===== config.mk =====
export PLATFORM = sky130hd
export DESIGN_NAME = tick_gen
export DESIGN_NICKNAME = d
export VERILOG_FILES = /design/src/rtl/tick_gen_pkg.sv /design/src/rtl/reload_down_counter.sv /design/src/rtl/tick_gen.sv
export SDC_FILE = /design/constraint.sdc
export NUM_CORES = 1
export LEC_CHECK = 0
export ABC_AREA = 1
export BUFFER_PORTS_ARGS = -buffer_cell sky130_fd_sc_hd__buf_4
export CORE_ASPECT_RATIO = 0.6
export CORE_MARGIN = 2
export CORE_UTILIZATION = 65
export CTS_CLUSTER_DIAMETER = 50
export DETAILED_ROUTE_END_ITERATION = 7
export GPL_TIMING_DRIVEN = 0
export PLACE_DENSITY = 0.86
export SYNTH_ARGS = -nofsm -noshare
export SYNTH_HDL_FRONTEND = slang
export SYNTH_SLANG_ARGS = --single-unit

===== constraint.sdc =====
create_clock -name clock -period 2.8 [get_ports clock]
set_input_delay 0.28 -clock clock [delete_from_list [all_inputs] [get_ports clock]]
set_output_delay 0.28 -clock clock [all_outputs]
set_load 0.05 [all_outputs]

===== src/rtl/tick_gen_pkg.sv =====
`default_nettype none
// ============================================================================
// Module      : tick_gen_pkg
// Description : Shared types and constants for the tick_gen enable-pulse
//               generator (FSM state encoding, mode codes, default widths).
// Revision    : 1.0 - initial release
// ============================================================================
package tick_gen_pkg;

  // Two-state controller: waiting for a start, or dividing the clock.
  typedef enum logic [0:0] {
    IDLE = 1'b0,
    RUN  = 1'b1
  } state_t;

  // Operating mode as presented on the mode input.
  localparam logic MODE_CONT  = 1'b0;
  localparam logic MODE_BURST = 1'b1;

  // Default widths of the period divider and the burst counter.
  localparam int DEF_WIDTH   = 16;
  localparam int DEF_BURST_W = 8;

endpackage : tick_gen_pkg
`default_nettype wire


===== src/rtl/reload_down_counter.sv =====
`default_nettype none
// ============================================================================
// Module      : reload_down_counter
// Description : Loadable down-counter with a decrement enable and a zero
//               flag. A load takes priority over a decrement, and the count
//               saturates at zero instead of wrapping.
// Revision    : 1.0 - initial release
// ============================================================================
module reload_down_counter #(
  parameter int W = 16
) (
  input  logic         clock,
  input  logic         reset,
  input  logic         i_load,
  input  logic [W-1:0] i_load_value,
  input  logic         i_dec,
  output logic [W-1:0] o_count,
  output logic         o_zero
);

  logic [W-1:0] r_count;

  // Count register: reload wins over decrement; zero is a hard floor.
  always_ff @(posedge clock or negedge reset) begin
    if (!reset) begin
      r_count <= '0;
    end else if (i_load) begin
      r_count <= i_load_value;
    end else if (i_dec && (r_count != '0)) begin
      r_count <= r_count - 1'b1;
    end
  end

  assign o_count = r_count;
  assign o_zero  = (r_count == '0);

endmodule : reload_down_counter
`default_nettype wire


===== src/rtl/tick_gen.sv =====
`default_nettype none
// ============================================================================
// Module      : tick_gen
// Description : Programmable enable-pulse generator. Divides clock by a
//               configurable period and emits single-cycle tick pulses,
//               either continuously or as a burst of N pulses, with
//               start/stop control and busy/done status.
// Revision    : 1.0 - initial release
// ============================================================================
module tick_gen
  import tick_gen_pkg::*;
#(
  parameter int WIDTH   = DEF_WIDTH,
  parameter int BURST_W = DEF_BURST_W
) (
  input  logic               clock,
  input  logic               reset,
  input  logic [WIDTH-1:0]   cfg_period,
  input  logic [BURST_W-1:0] cfg_burst,
  input  logic               mode,
  input  logic               start,
  input  logic               stop,
  output logic               tick,
  output logic               busy,
  output logic               done
);

  state_t r_state;
  state_t w_state_next;

  // Configuration captured on an accepted start.
  logic [WIDTH-1:0] r_period;
  logic             r_mode;

  // Registered outputs.
  logic r_tick;
  logic r_busy;
  logic r_done;

  // Next-cycle values and counter controls from the decision logic.
  logic               w_tick_next;
  logic               w_done_next;
  logic               w_busy_next;
  logic               w_latch;
  logic               w_div_load;
  logic [WIDTH-1:0]   w_div_value;
  logic               w_div_dec;
  logic               w_rem_load;
  logic               w_rem_dec;

  // Counter status.
  logic [WIDTH-1:0]   w_div_count;
  logic               w_div_zero;
  logic [BURST_W-1:0] w_rem_count;
  logic               w_rem_zero;
  logic               w_rem_last;

  // A requested period of zero behaves as a period of one.
  logic [WIDTH-1:0]   w_period_eff;
  logic               w_accept;

  // The divider only needs its zero flag; the raw count is left unused.
  logic               w_unused_div_count;

  assign w_period_eff       = (cfg_period == '0) ? {{(WIDTH-1){1'b0}}, 1'b1} : cfg_period;
  assign w_accept           = start && !stop;
  // Terminate on the final pulse; the zero term keeps rem from ever wrapping.
  assign w_rem_last         = (w_rem_count == {{(BURST_W-1){1'b0}}, 1'b1}) || w_rem_zero;
  assign w_unused_div_count = ^w_div_count;

  // Period divider: counts P_eff-1 down to 0, reloading on every tick.
  reload_down_counter #(
    .W (WIDTH)
  ) u_div (
    .clock        (clock),
    .reset        (reset),
    .i_load       (w_div_load),
    .i_load_value (w_div_value),
    .i_dec        (w_div_dec),
    .o_count      (w_div_count),
    .o_zero       (w_div_zero)
  );

  // Burst counter: pulses still to emit in burst mode.
  reload_down_counter #(
    .W (BURST_W)
  ) u_rem (
    .clock        (clock),
    .reset        (reset),
    .i_load       (w_rem_load),
    .i_load_value (cfg_burst),
    .i_dec        (w_rem_dec),
    .o_count      (w_rem_count),
    .o_zero       (w_rem_zero)
  );

  // State register.
  always_ff @(posedge clock or negedge reset) begin
    if (!reset) begin
      r_state <= IDLE;
    end else begin
      r_state <= w_state_next;
    end
  end

  // Next-state and counter-control decisions; stop always beats start/tick.
  always_comb begin
    w_state_next = r_state;
    w_tick_next  = 1'b0;
    w_done_next  = 1'b0;
    w_latch      = 1'b0;
    w_div_load   = 1'b0;
    w_div_value  = w_period_eff - 1'b1;
    w_div_dec    = 1'b0;
    w_rem_load   = 1'b0;
    w_rem_dec    = 1'b0;

    case (r_state)
      IDLE: begin
        if (w_accept) begin
          w_latch    = 1'b1;
          w_div_load = 1'b1;
          w_rem_load = 1'b1;
          // An empty burst completes at once: done without ever running.
          if ((mode == MODE_BURST) && (cfg_burst == '0)) begin
            w_done_next = 1'b1;
          end else begin
            w_state_next = RUN;
          end
        end
      end

      RUN: begin
        if (stop) begin
          // Abort: no tick, no done, back to idle on this edge.
          w_state_next = IDLE;
        end else if (w_div_zero) begin
          w_tick_next = 1'b1;
          w_div_load  = 1'b1;
          w_div_value = r_period - 1'b1;
          if (r_mode == MODE_BURST) begin
            if (w_rem_last) begin
              w_done_next  = 1'b1;
              w_state_next = IDLE;
            end else begin
              w_rem_dec = 1'b1;
            end
          end
        end else begin
          w_div_dec = 1'b1;
        end
      end

      default: begin
        w_state_next = IDLE;
      end
    endcase
  end

  assign w_busy_next = (w_state_next == RUN);

  // Configuration capture on an accepted start.
  always_ff @(posedge clock or negedge reset) begin
    if (!reset) begin
      r_period <= '0;
      r_mode   <= MODE_CONT;
    end else if (w_latch) begin
      r_period <= w_period_eff;
      r_mode   <= mode;
    end
  end

  // Output registers, updated together with the state.
  always_ff @(posedge clock or negedge reset) begin
    if (!reset) begin
      r_tick <= 1'b0;
      r_busy <= 1'b0;
      r_done <= 1'b0;
    end else begin
      r_tick <= w_tick_next;
      r_busy <= w_busy_next;
      r_done <= w_done_next;
    end
  end

  assign tick = r_tick;
  assign busy = r_busy;
  assign done = r_done;

endmodule : tick_gen
`default_nettype wire


==> results_dict.tcl, run 1 <==
set metrics [dict create \
    status "finished clean" \
    clk_pin_slew_ns 0.09 \
    path_max_fanout 5 \
    cp.arrival_ns 2.29 \
    die-area_um2 5766 \
    cap_violations 0 \
    internal-power_uw 1354 \
    worstPathRequired_ns 3.05 \
    setup_viol 0 \
    routed_wl_mm 10.13 \
    timing.final.crit_period_ns 2.042 \
    async_flop_share 1.000 \
    synthesis.instances 503 \
    cp_slowest_cell "ha_1" \
    synth_area_leader_cell "dfrtp_1" \
    crit_family "simple AND/OR/NAND/NOR gates" \
    combPwrFrac 0.408 \
    numCtsBuffers 5 \
    post_cts_buffers 0 \
    ys_seq_area_frac 0.3285 \
    powerDensity_nw_per_um2 643.7 \
    yosysTopAreaCellShare 0.3285 \
    synth_edf_count 0 \
    drv_slew 0 \
    timing.critical_path.buf_inv 2 \
    rows 20 \
    syn-mean-instance-area_um2 6.664 \
    place_congestion 1.019 \
    die_w_um 96.71 \
    grt_pass1_vias 3209 \
    routed_via_density 5.962 \
    grt_use_total 0.3577 \
    synth_area_um2 3352 \
    ys_ff_latch 44 \
    finalHoldViolCount 0 \
    worstPathCellList "buf_4 > nor2_2 > nand2_1 > nor2_1 > nand2_1 > nand2_2 > inv_2 > ha_1 > nand2_1 > nor2_2 > nand4_1 > or2_1 > nand3_1 > nand2_1 > nand2_1 > nand2_1 > nand2_1" \
    seqPwrFrac 0.427 \
    htreeDepth 2 \
    cts_hold_buf 1 \
    synthTopCellsByCount "nand2_1 (131), nor2_1 (83), inv_1 (47), dfrtp_1 (44)" \
    ios 32 \
    ys_warn_count 0 \
    fin_setup_tns_ns 0 \
    dp_slack_ns 0.5104 \
    worstSetupEndpointType "register" \
    rsz0062_at_grt "false" \
    criticalPathCategory "input pin to register" \
    die_y_um 59.63 \
    leakagePower_uw 0.001750 \
    io_buffers 31 \
    p_sw_uw 1062 \
    overflow 0 \
    fin_skew_ns 0.007096 \
    yosys-top-cells-area "dfrtp_1 (33%), nand2_1 (15%), nor2_1 (9.3%)" \
    initial_utilization 0.6698 \
    vias 3625 \
    nets 577 \
    fin_util 0.7503 \
    drive_gt1_frac 0.1421 \
    irDropWorstVdd_mv 0.3814 \
    drt_first_iter_violations 439 \
    ys.flop_type "dfrtp_1" \
    fin_crit_sh 0.7292 \
    p_total_uw 2417 \
    syn-num-nets 538 \
    crit_top_cell "nand2_1" \
    antenna_cells 0 \
    cts.sinks 44 \
    cts_buffer_depth 2 \
    fin_ws_ns 0.7583 \
    dr.pass1.iters 5 \
    grt_pass1_wl_mm 16.01 \
    p_clk_frac 0.166 \
    cp-start-kind "input pin" \
    yosysUniqueCellTypes 43 \
    cts_tree "done" \
    hpwl_mm 7.905 \
    synth_most_common_cell "nand2_1" \
    netSwitchingFraction 0.4396 \
    syn2layout_area_growth_pct 12.02 \
    antenna_left 0 \
    hold_class "input pin to register" \
    maxSlewHeadroom 0.5974 \
    hold_slack_ns 0.2166 \
    worst_pin_slew_ns 0.6039 \
    cts_root_buf "clkbuf_8" \
    cts_resized 0 \
    coreArea_um2 5005 \
    post_drt_wl_per_cell_um 16.65 \
    post-route-drc-count 0 \
    clock_latency_ns 0.30 \
    max_stage_delay_ns 0.22 \
    max_clock_freq_ghz 0.4898 \
    antenna_found_initial 0 \
    grt_max_degree 45 \
]
metrics by stage:
step,std cells,cell area [µm²]
after floorplan,503,3352
after global placement,600,3667
after detailed placement,600,3667
after CTS,608,3755
after global routing,608,3755
final,608,3755
flip-flops by register name, indices dropped and copies added (netlist names):
| register | count |
|---|---|
| busy | 1 |
| done | 1 |
| r_mode | 1 |
| tick | 1 |
| u_div.o_count | 16 |
| u_rem.o_count | 8 |
| r_period | 16 |
logic make-up (layout without fill, tap and decap cells):
group | Yosys count | in the layout | share of synthesized area
xor+xnor | 26 | 26 | 0.06794
buf+inv | 69 | 108 | 0.08698
compound gates | 81 | 81 | 0.1377
flops | 44 | 44 | 0.3285
simple gates | 277 | 277 | 0.3565
fa+ha+maj | 6 | 6 | 0.02240
cells in the final DEF, fill, tap and decap left out, types with 3 or more instances in the layout:
| cell type | n |
|---|---|
| nand4_1 | 7 |
| nand2_1 | 131 |
| xor2_1 | 13 |
| clkbuf_8 | 5 |
| dfrtp_1 | 44 |
| buf_2 | 3 |
| nand3_1 | 28 |
| o21ai_1 | 12 |
| nor2_2 | 11 |
| buf_6 | 3 |
| inv_1 | 47 |
| nand2_2 | 3 |
| inv_2 | 7 |
| a21oi_1 | 26 |
| nand3_2 | 3 |
| nor2_1 | 83 |
| ha_1 | 6 |
| o21ai_0 | 28 |
| buf_4 | 32 |
| nor3_1 | 3 |
| xnor2_1 | 13 |
| clkbuf_1 | 4 |
final cells by class:
type,count,area [µm²]
multi-input combinational,390,1959
inverter,57,216.5
timing repair buffer,32,242.7
clock buffer,6,72.57
clock inverter,1,5.005
buffer,12,75.07
fill,405,1250
tap,66,82.58
sequential,44,1101
power groups by stage:
stage               registers (µW)  clock network [µW]  logic (µW)
global route                  1050                 420        1080
floorplan                      981                   0         698
finish                        1030                 400         986
CTS                           1020                 392         956
detailed placement            1030                   0         948
global placement              1020                   0         902
final timing paths:
path | startpoint | endpoint | slack [ns] | depth (start not counted)
setup / recovery | cfg_period[4] | u_div.o_count[14] | 0.76 | 17
hold / removal | cfg_period[14] | r_period[14] | 0.22 | 3
setup reg to reg | u_div.o_count[0] | u_rem.o_count[2] | 0.79 | 11
hold reg to reg | r_period[1] | r_period[1] | 0.52 | 2
max in group asynchronous | reset | done | 1.87 | 2
min in group asynchronous | reset | r_period[12] | 0.52 | 2
worst min-delay path, cell delays in order:
cell and delay [ns]:
buf_4 0.10, nand2_1 0.05, nand2_1 0.05
layer usage:
metal	GRT usage	part of all wire	up-vias
li1	-	-	1690
met1	0.5362	0.43	1651
met2	0.5238	0.42	265
met3	0.08726	0.14	19
met4	0.08048	0.010	0
met5	0	0	-
Power figures use the tool's default switching activity.
==> inputs of run 2 (changes only) <==
--- a/config.mk
+++ b/config.mk
@@ -5,15 +5,15 @@
 export SDC_FILE = /design/constraint.sdc
 export NUM_CORES = 1
 export LEC_CHECK = 0
-export ABC_AREA = 1
+export ABC_AREA = 0
 export BUFFER_PORTS_ARGS = -buffer_cell sky130_fd_sc_hd__buf_4
 export CORE_ASPECT_RATIO = 0.6
 export CORE_MARGIN = 2
-export CORE_UTILIZATION = 65
+export CORE_UTILIZATION = 54
 export CTS_CLUSTER_DIAMETER = 50
 export DETAILED_ROUTE_END_ITERATION = 7
 export GPL_TIMING_DRIVEN = 0
-export PLACE_DENSITY = 0.86
+export PLACE_DENSITY = 0.77
 export SYNTH_ARGS = -nofsm -noshare
 export SYNTH_HDL_FRONTEND = slang
 export SYNTH_SLANG_ARGS = --single-unit
==> constraint.sdc (replaced) <==
create_clock -name clock -period 1.73 [get_ports clock]
set_input_delay 0.173 -clock clock [delete_from_list [all_inputs] [get_ports clock]]
set_output_delay 0.173 -clock clock [all_outputs]
set_load 0.05 [all_outputs]
==> results_dict.tcl, run 2 <==
set metrics [dict create \
    status "finished, violations left" \
    violations "negative setup slack" \
    leakagePower_uw 0.001837 \
    r2r_cells 6 \
    synthesis.instances 374 \
    synth-simple-area-share 0.2964 \
    die-area_um2 6413 \
    die_w_um 102.1 \
    post_drt_wl_per_cell_um 23.44 \
    synthAdderAreaFrac 0.02410 \
    yosys-top-cells-area "dfrtp_1 (35%), nand2_1 (7.7%), xnor2_1 (4.5%)" \
    syn2layout_area_growth_pct 46.02 \
    async_flop_share 1.000 \
    stdcell_area_um2 4549 \
    holdCritStartpoint "cfg_period[4]" \
    fin_util 0.8167 \
    grt_pass1_vias 3634 \
    rsz0062_at_grt "true" \
    cp-start-kind "register" \
    synth_top_family_by_area "simple AND/OR/NAND/NOR gates" \
    grt_max_degree 45 \
    overflow 0 \
    rows 21 \
    nets 495 \
    criticalPathCategory "register to register" \
    ys_seq_area_frac 0.3534 \
    synth_edf_count 0 \
    finalHoldViolCount 0 \
    hold_class "input pin to register" \
    cp_slowest_cell "or4_4" \
    r2r-start "r_period[0]" \
    yosysTopAreaCellShare 0.3534 \
    maxSlewHeadroom 0.3210 \
    syn-num-nets 409 \
    die_y_um 62.84 \
    dp_slack_ns -0.9118 \
    whs_path_depth 3 \
    ys.flop_type "dfrtp_1" \
    path_max_fanout 5 \
    fin_ws_ns -0.4135 \
    hpwl_mm 7.302 \
    place_congestion 0.9097 \
    final_cell_mix "buf_4 (72), nand2_1 (61), dfrtp_1 (34), nor3_1 (22), nor2_1 (19)" \
    yosysUniqueCellTypes 58 \
    cts_tree "done" \
    startpoint "r_period[0]" \
    regToRegSetupSlack_ns -0.41 \
    antenna_found_initial 0 \
    vias 3818 \
    synth_xor_area_frac 0.07028 \
    synth_most_common_cell "nand2_1" \
    ios 32 \
    cp.arrival_ns 2.35 \
    place_area_um2 3602 \
    synth_area_leader_cell "dfrtp_1" \
    cts_root_buf "clkbuf_8" \
    synth_compound_area_frac 0.2004 \
    cts.sinks 44 \
    worstPathRequired_ns 1.94 \
    worstPathCellList "buf_4 > or4_4 > o21a_1 > o211ai_1 > a21oi_1 > a221o_1" \
    final_common_cell "buf_4" \
    htreeDepth 2 \
    fin_crit_sh 1.239 \
    drt_first_iter_violations 525 \
    synth_area_um2 3115 \
    grt_use_total 0.3996 \
    ys_ff_latch 44 \
    dr.pass1.iters 8 \
    cts_buffer_depth 2 \
    initial_utilization 0.5593 \
    synthTopCellsByCount "nand2_1 (64), dfrtp_1 (44), nor3_1 (24), nor2_1 (23)" \
    timing.final.crit_period_ns 2.144 \
    io_buffers 29 \
    irDropWorstVdd_mv 0.5095 \
    syn-mean-instance-area_um2 8.330 \
    powerDensity_nw_per_um2 920.9 \
    max_clock_freq_ghz 0.4665 \
    ys_warn_count 0 \
    antenna_left 0 \
    routed_wl_mm 12.68 \
    fin_skew_ns 0.02027 \
    cap_violations 0 \
    holdPathEnd "r_period[4]" \
    worstSetupEndpointType "register" \
    clock_latency_ns 0.32 \
    routed_via_density 7.057 \
    fillers 323 \
    numCtsBuffers 5 \
    max_stage_delay_ns 0.55 \
    drv_slew 0 \
    setup_viol 27 \
    fin_setup_tns_ns -7.773 \
    grt_pass1_wl_mm 19.24 \
    drive_gt1_frac 0.4165 \
    worst_pin_slew_ns 1.008 \
    antenna_cells 0 \
    synthMuxAreaShare 0.006426 \
    coreArea_um2 5570 \
    clk_pin_slew_ns 0.10 \
    post-route-drc-count 0 \
    r2r_end "u_div.o_count[5]" \
]
[run 2: worst max-delay path by stage]
stage,endpoint,depth (start not counted)
finish,u_div.o_count[5],6
global route,u_rem.o_count[4],6
CTS,u_div.o_count[6],10
detailed placement,u_div.o_count[6],10
global placement,u_div.o_count[6],10
floorplan,u_div.o_count[12],11
[run 2: layout make-up]
class / count / area (µm²) / share of cell area
multi-input cells: 297 / 2376 / 0.5223
flip-flops and latches: 44 / 1114 / 0.2448
repair buffers: 83 / 666.9 / 0.1466
plain buffers: 16 / 117.6 / 0.02585
well taps: 80 / 100.1 / 0.02200
clock buffers: 7 / 96.34 / 0.02118
inverters: 13 / 48.80 / 0.01073
clock inverters: 1 / 30.03 / 0.006601
[run 2: routing by layer]
metal / global-route usage / wire length (µm) / vias to the layer above
met2: 0.5724 / 5274 / 355
li1: - / - / 1575
met1: 0.5592 / 4839 / 1800
met5: 0 / 0 / -
met3: 0.1286 / 1965 / 88
met4: 0.1533 / 603 / 0
[run 2: kinds of logic (layout without fill, tap and decap cells)]
family | after synthesis | after routing
xor+xnor | 25 | 25
flops | 44 | 44
fa+ha+maj | 6 | 6
mux | 2 | 2
buf+inv | 33 | 120
simple gates | 181 | 181
compound gates | 83 | 83
[run 2: timing repair]
action	in CTS	in global routing
endpoints found under the setup margin	43	36
buffers inserted	48	5
pin swaps	35	18
hold buffers	1	0
resized for setup	77	22
cloned	0	0
hold endpoints to repair	44	0
[run 2: worst max-delay path, delay by kind of cell, from the launching register on]
family | cells | cell delay (ns)
buffers and inverters | 1 | 0.17
AO/OA/AOI/OAI | 4 | 0.90
flip-flops | 1 | 0.42
AND/OR/NAND/NOR | 1 | 0.55
[run 2: where the power goes]
group	total, µW	internal (µW)	switching, µW	leakage (µW)
registers	1650	1250	400	0.000525
logic	1620	754	866	0.00125
clock network	916	511	405	0.0000645
[run 2: per-stage QoR]
step	power (µW)	std cells	hold slack (ns)
detailed placement	2589	483	0.2096
global route	4317	541	0.09277
floorplan	2219	374	-0.1226
CTS	3910	537	0.06964
finish	4189	541	0.06320
global placement	2546	483	0.2095
==> inputs of run 3 (changes only) <==
--- a/config.mk
+++ b/config.mk
@@ -7,13 +7,13 @@
 export LEC_CHECK = 0
 export ABC_AREA = 0
 export BUFFER_PORTS_ARGS = -buffer_cell sky130_fd_sc_hd__buf_4
-export CORE_ASPECT_RATIO = 0.6
+export CORE_ASPECT_RATIO = 1.25
 export CORE_MARGIN = 2
-export CORE_UTILIZATION = 54
+export CORE_UTILIZATION = 30
 export CTS_CLUSTER_DIAMETER = 50
+export CTS_CLUSTER_SIZE = 16
 export DETAILED_ROUTE_END_ITERATION = 7
 export GPL_TIMING_DRIVEN = 0
-export PLACE_DENSITY = 0.77
 export SYNTH_ARGS = -nofsm -noshare
 export SYNTH_HDL_FRONTEND = slang
 export SYNTH_SLANG_ARGS = --single-unit
==> results_dict.tcl, run 3 (same netlist as run 2, synthesis figures left out) <==
set metrics [dict create \
    antenna_left 0 \
    cts_root_buf "clkbuf_16" \
    antenna_found_initial 0 \
    rsz0062_at_grt "true" \
    antenna_cells 0 \
    ios 32 \
    grt_max_degree 45 \
    fin_skew_ns 0.006208 \
    max_stage_delay_ns 0.48 \
    cp-start-kind "input pin" \
    worstPathRequired_ns 1.95 \
    status "finished, violations left" \
    syn2layout_area_growth_pct 48.43 \
    io_buffers 29 \
    coreArea_um2 10110 \
    die-area_um2 11220 \
    fin_cells 587 \
    grt_pass1_vias 3377 \
    combPwrFrac 0.357 \
    seqPwrFrac 0.390 \
    crit_top_cell "or4_4" \
    clock_latency_ns 0.29 \
    cts_tree "done" \
    timing.critical_path.buf_inv 1 \
    cts.sinks 44 \
    final_common_cell "buf_4" \
    rows 41 \
    nets 492 \
    finalHoldViolCount 0 \
    grt_pass1_wl_mm 17.64 \
    worst_pin_slew_ns 0.8401 \
    setup_viol 26 \
    fin_crit_sh 1.228 \
    dp.cells 532 \
    place_congestion 0.9023 \
    regToRegSetupSlack_ns -0.35 \
    max_clock_freq_ghz 0.4709 \
    fin_ws_ns -0.3937 \
    timing.final.crit_period_ns 2.124 \
    p_clk_frac 0.252 \
    powerDensity_nw_per_um2 890.6 \
    clk_pin_slew_ns 0.07 \
    leakagePower_uw 0.001835 \
    numCtsBuffers 5 \
    place_area_um2 3664 \
    post_drt_wl_per_cell_um 18.58 \
    cts_buffer_depth 2 \
    violations "negative setup slack" \
    worstPathCellList "buf_4 > or4_4 > nor4_4 > a21oi_2 > ha_2 > or4b_4 > or4_4 > a41oi_4 > a211oi_2 > nor3_2" \
    fillers 956 \
    initial_utilization 0.3083 \
    cp.arrival_ns 2.34 \
    final_cell_mix "buf_4 (67), nand2_1 (61), dfrtp_1 (37), nor2_1 (20), nor3_1 (19)" \
    drt_first_iter_violations 237 \
    p_sw_uw 1528 \
    routed_wl_mm 10.91 \
    crit_family "simple AND/OR/NAND/NOR gates" \
    p_total_uw 4119 \
    dr.pass1.iters 5 \
    die_w_um 95.15 \
    hpwl_mm 7.369 \
    drv_slew 0 \
    netSwitchingFraction 0.3710 \
    overflow 0 \
    cp_slowest_cell "or4b_4" \
    grt_use_total 0.2035 \
    worstSetupEndpointType "register" \
    path_max_fanout 7 \
    stdcell_area_um2 4624 \
    vias 3336 \
    maxSlewHeadroom 0.4340 \
    hold_class "input pin to register" \
    cap_violations 0 \
    drive_gt1_frac 0.4192 \
    criticalPathCategory "input pin to register" \
    die_y_um 117.9 \
    irDropWorstVdd_mv 0.6565 \
    htreeDepth 2 \
    post-route-drc-count 0 \
    internal-power_uw 2591 \
    routed_via_density 5.683 \
]
run 3: final cells by class:
type	count	area (µm²)	share of cell area
multi-input combinational	297	2361	0.5106
sequential	44	1110	0.2400
tap	129	161.4	0.03490
clock buffer	8	156.4	0.03382
inverter	13	52.55	0.01136
timing repair buffer	80	655.6	0.1418
buffer	16	127.6	0.02760
run 3: per-stage QoR:
step / util / TNS, ns / setup slack, ns / hold WS (ns)
3_5_place_dp: 0.3625 / -21.29 / -0.9199 / 0.2251
3_3_place_gp: 0.3625 / -21.07 / -0.8947 / 0.2194
2_1_floorplan: - / -3.328 / -0.5021 / -0.1226
4_1_cts: 0.4446 / -3.941 / -0.3375 / 0.09763
6_report: 0.4576 / -5.011 / -0.3937 / 0.09963
5_1_grt: 0.4576 / -6.705 / -0.4535 / 0.1100
run 3: worst min-delay path: stages:
cell and delay (ns):
buf_4 0.08, nand2_1 0.04, o21ai_1 0.06
run 3: layer usage:
layer | vias to the layer above | routed length [µm] | GRT usage
li1 | 1561 | - | -
met1 | 1635 | 4457 | 0.2576
met2 | 119 | 5507 | 0.3354
met3 | 21 | 570 | 0.03137
met4 | 0 | 371 | 0.09149
met5 | - | 0 | 0
run 3: worst paths after layout:
check | start | end | cells after the start
setup / recovery | cfg_period[11] | u_div.o_count[12] | 10
hold / removal | cfg_burst[2] | u_rem.o_count[2] | 3
setup reg to reg | r_period[0] | u_div.o_count[12] | 7
hold reg to reg | r_period[13] | r_period[13] | 2
max in group asynchronous | reset | u_div.o_count[11] | 2
min in group asynchronous | reset | u_div.o_count[13] | 2
run 3: power by group through the flow:
stage,clock [µW],combinational [µW],sequential (µW)
after CTS,1050,1370,1590
after detailed placement,0,1010,1560
after global placement,0,987,1550
final,1040,1470,1610
after floorplan,0,728,1490
after global routing,1110,1610,1630
run 3: timing repair:
action	in CTS	in global routing
setup endpoints to repair	44	27
pin swaps	48	18
cloned	0	0
hold buffers	1	0
setup buffers	43	7
gates resized for setup	91	18
hold endpoints to repair	44	0
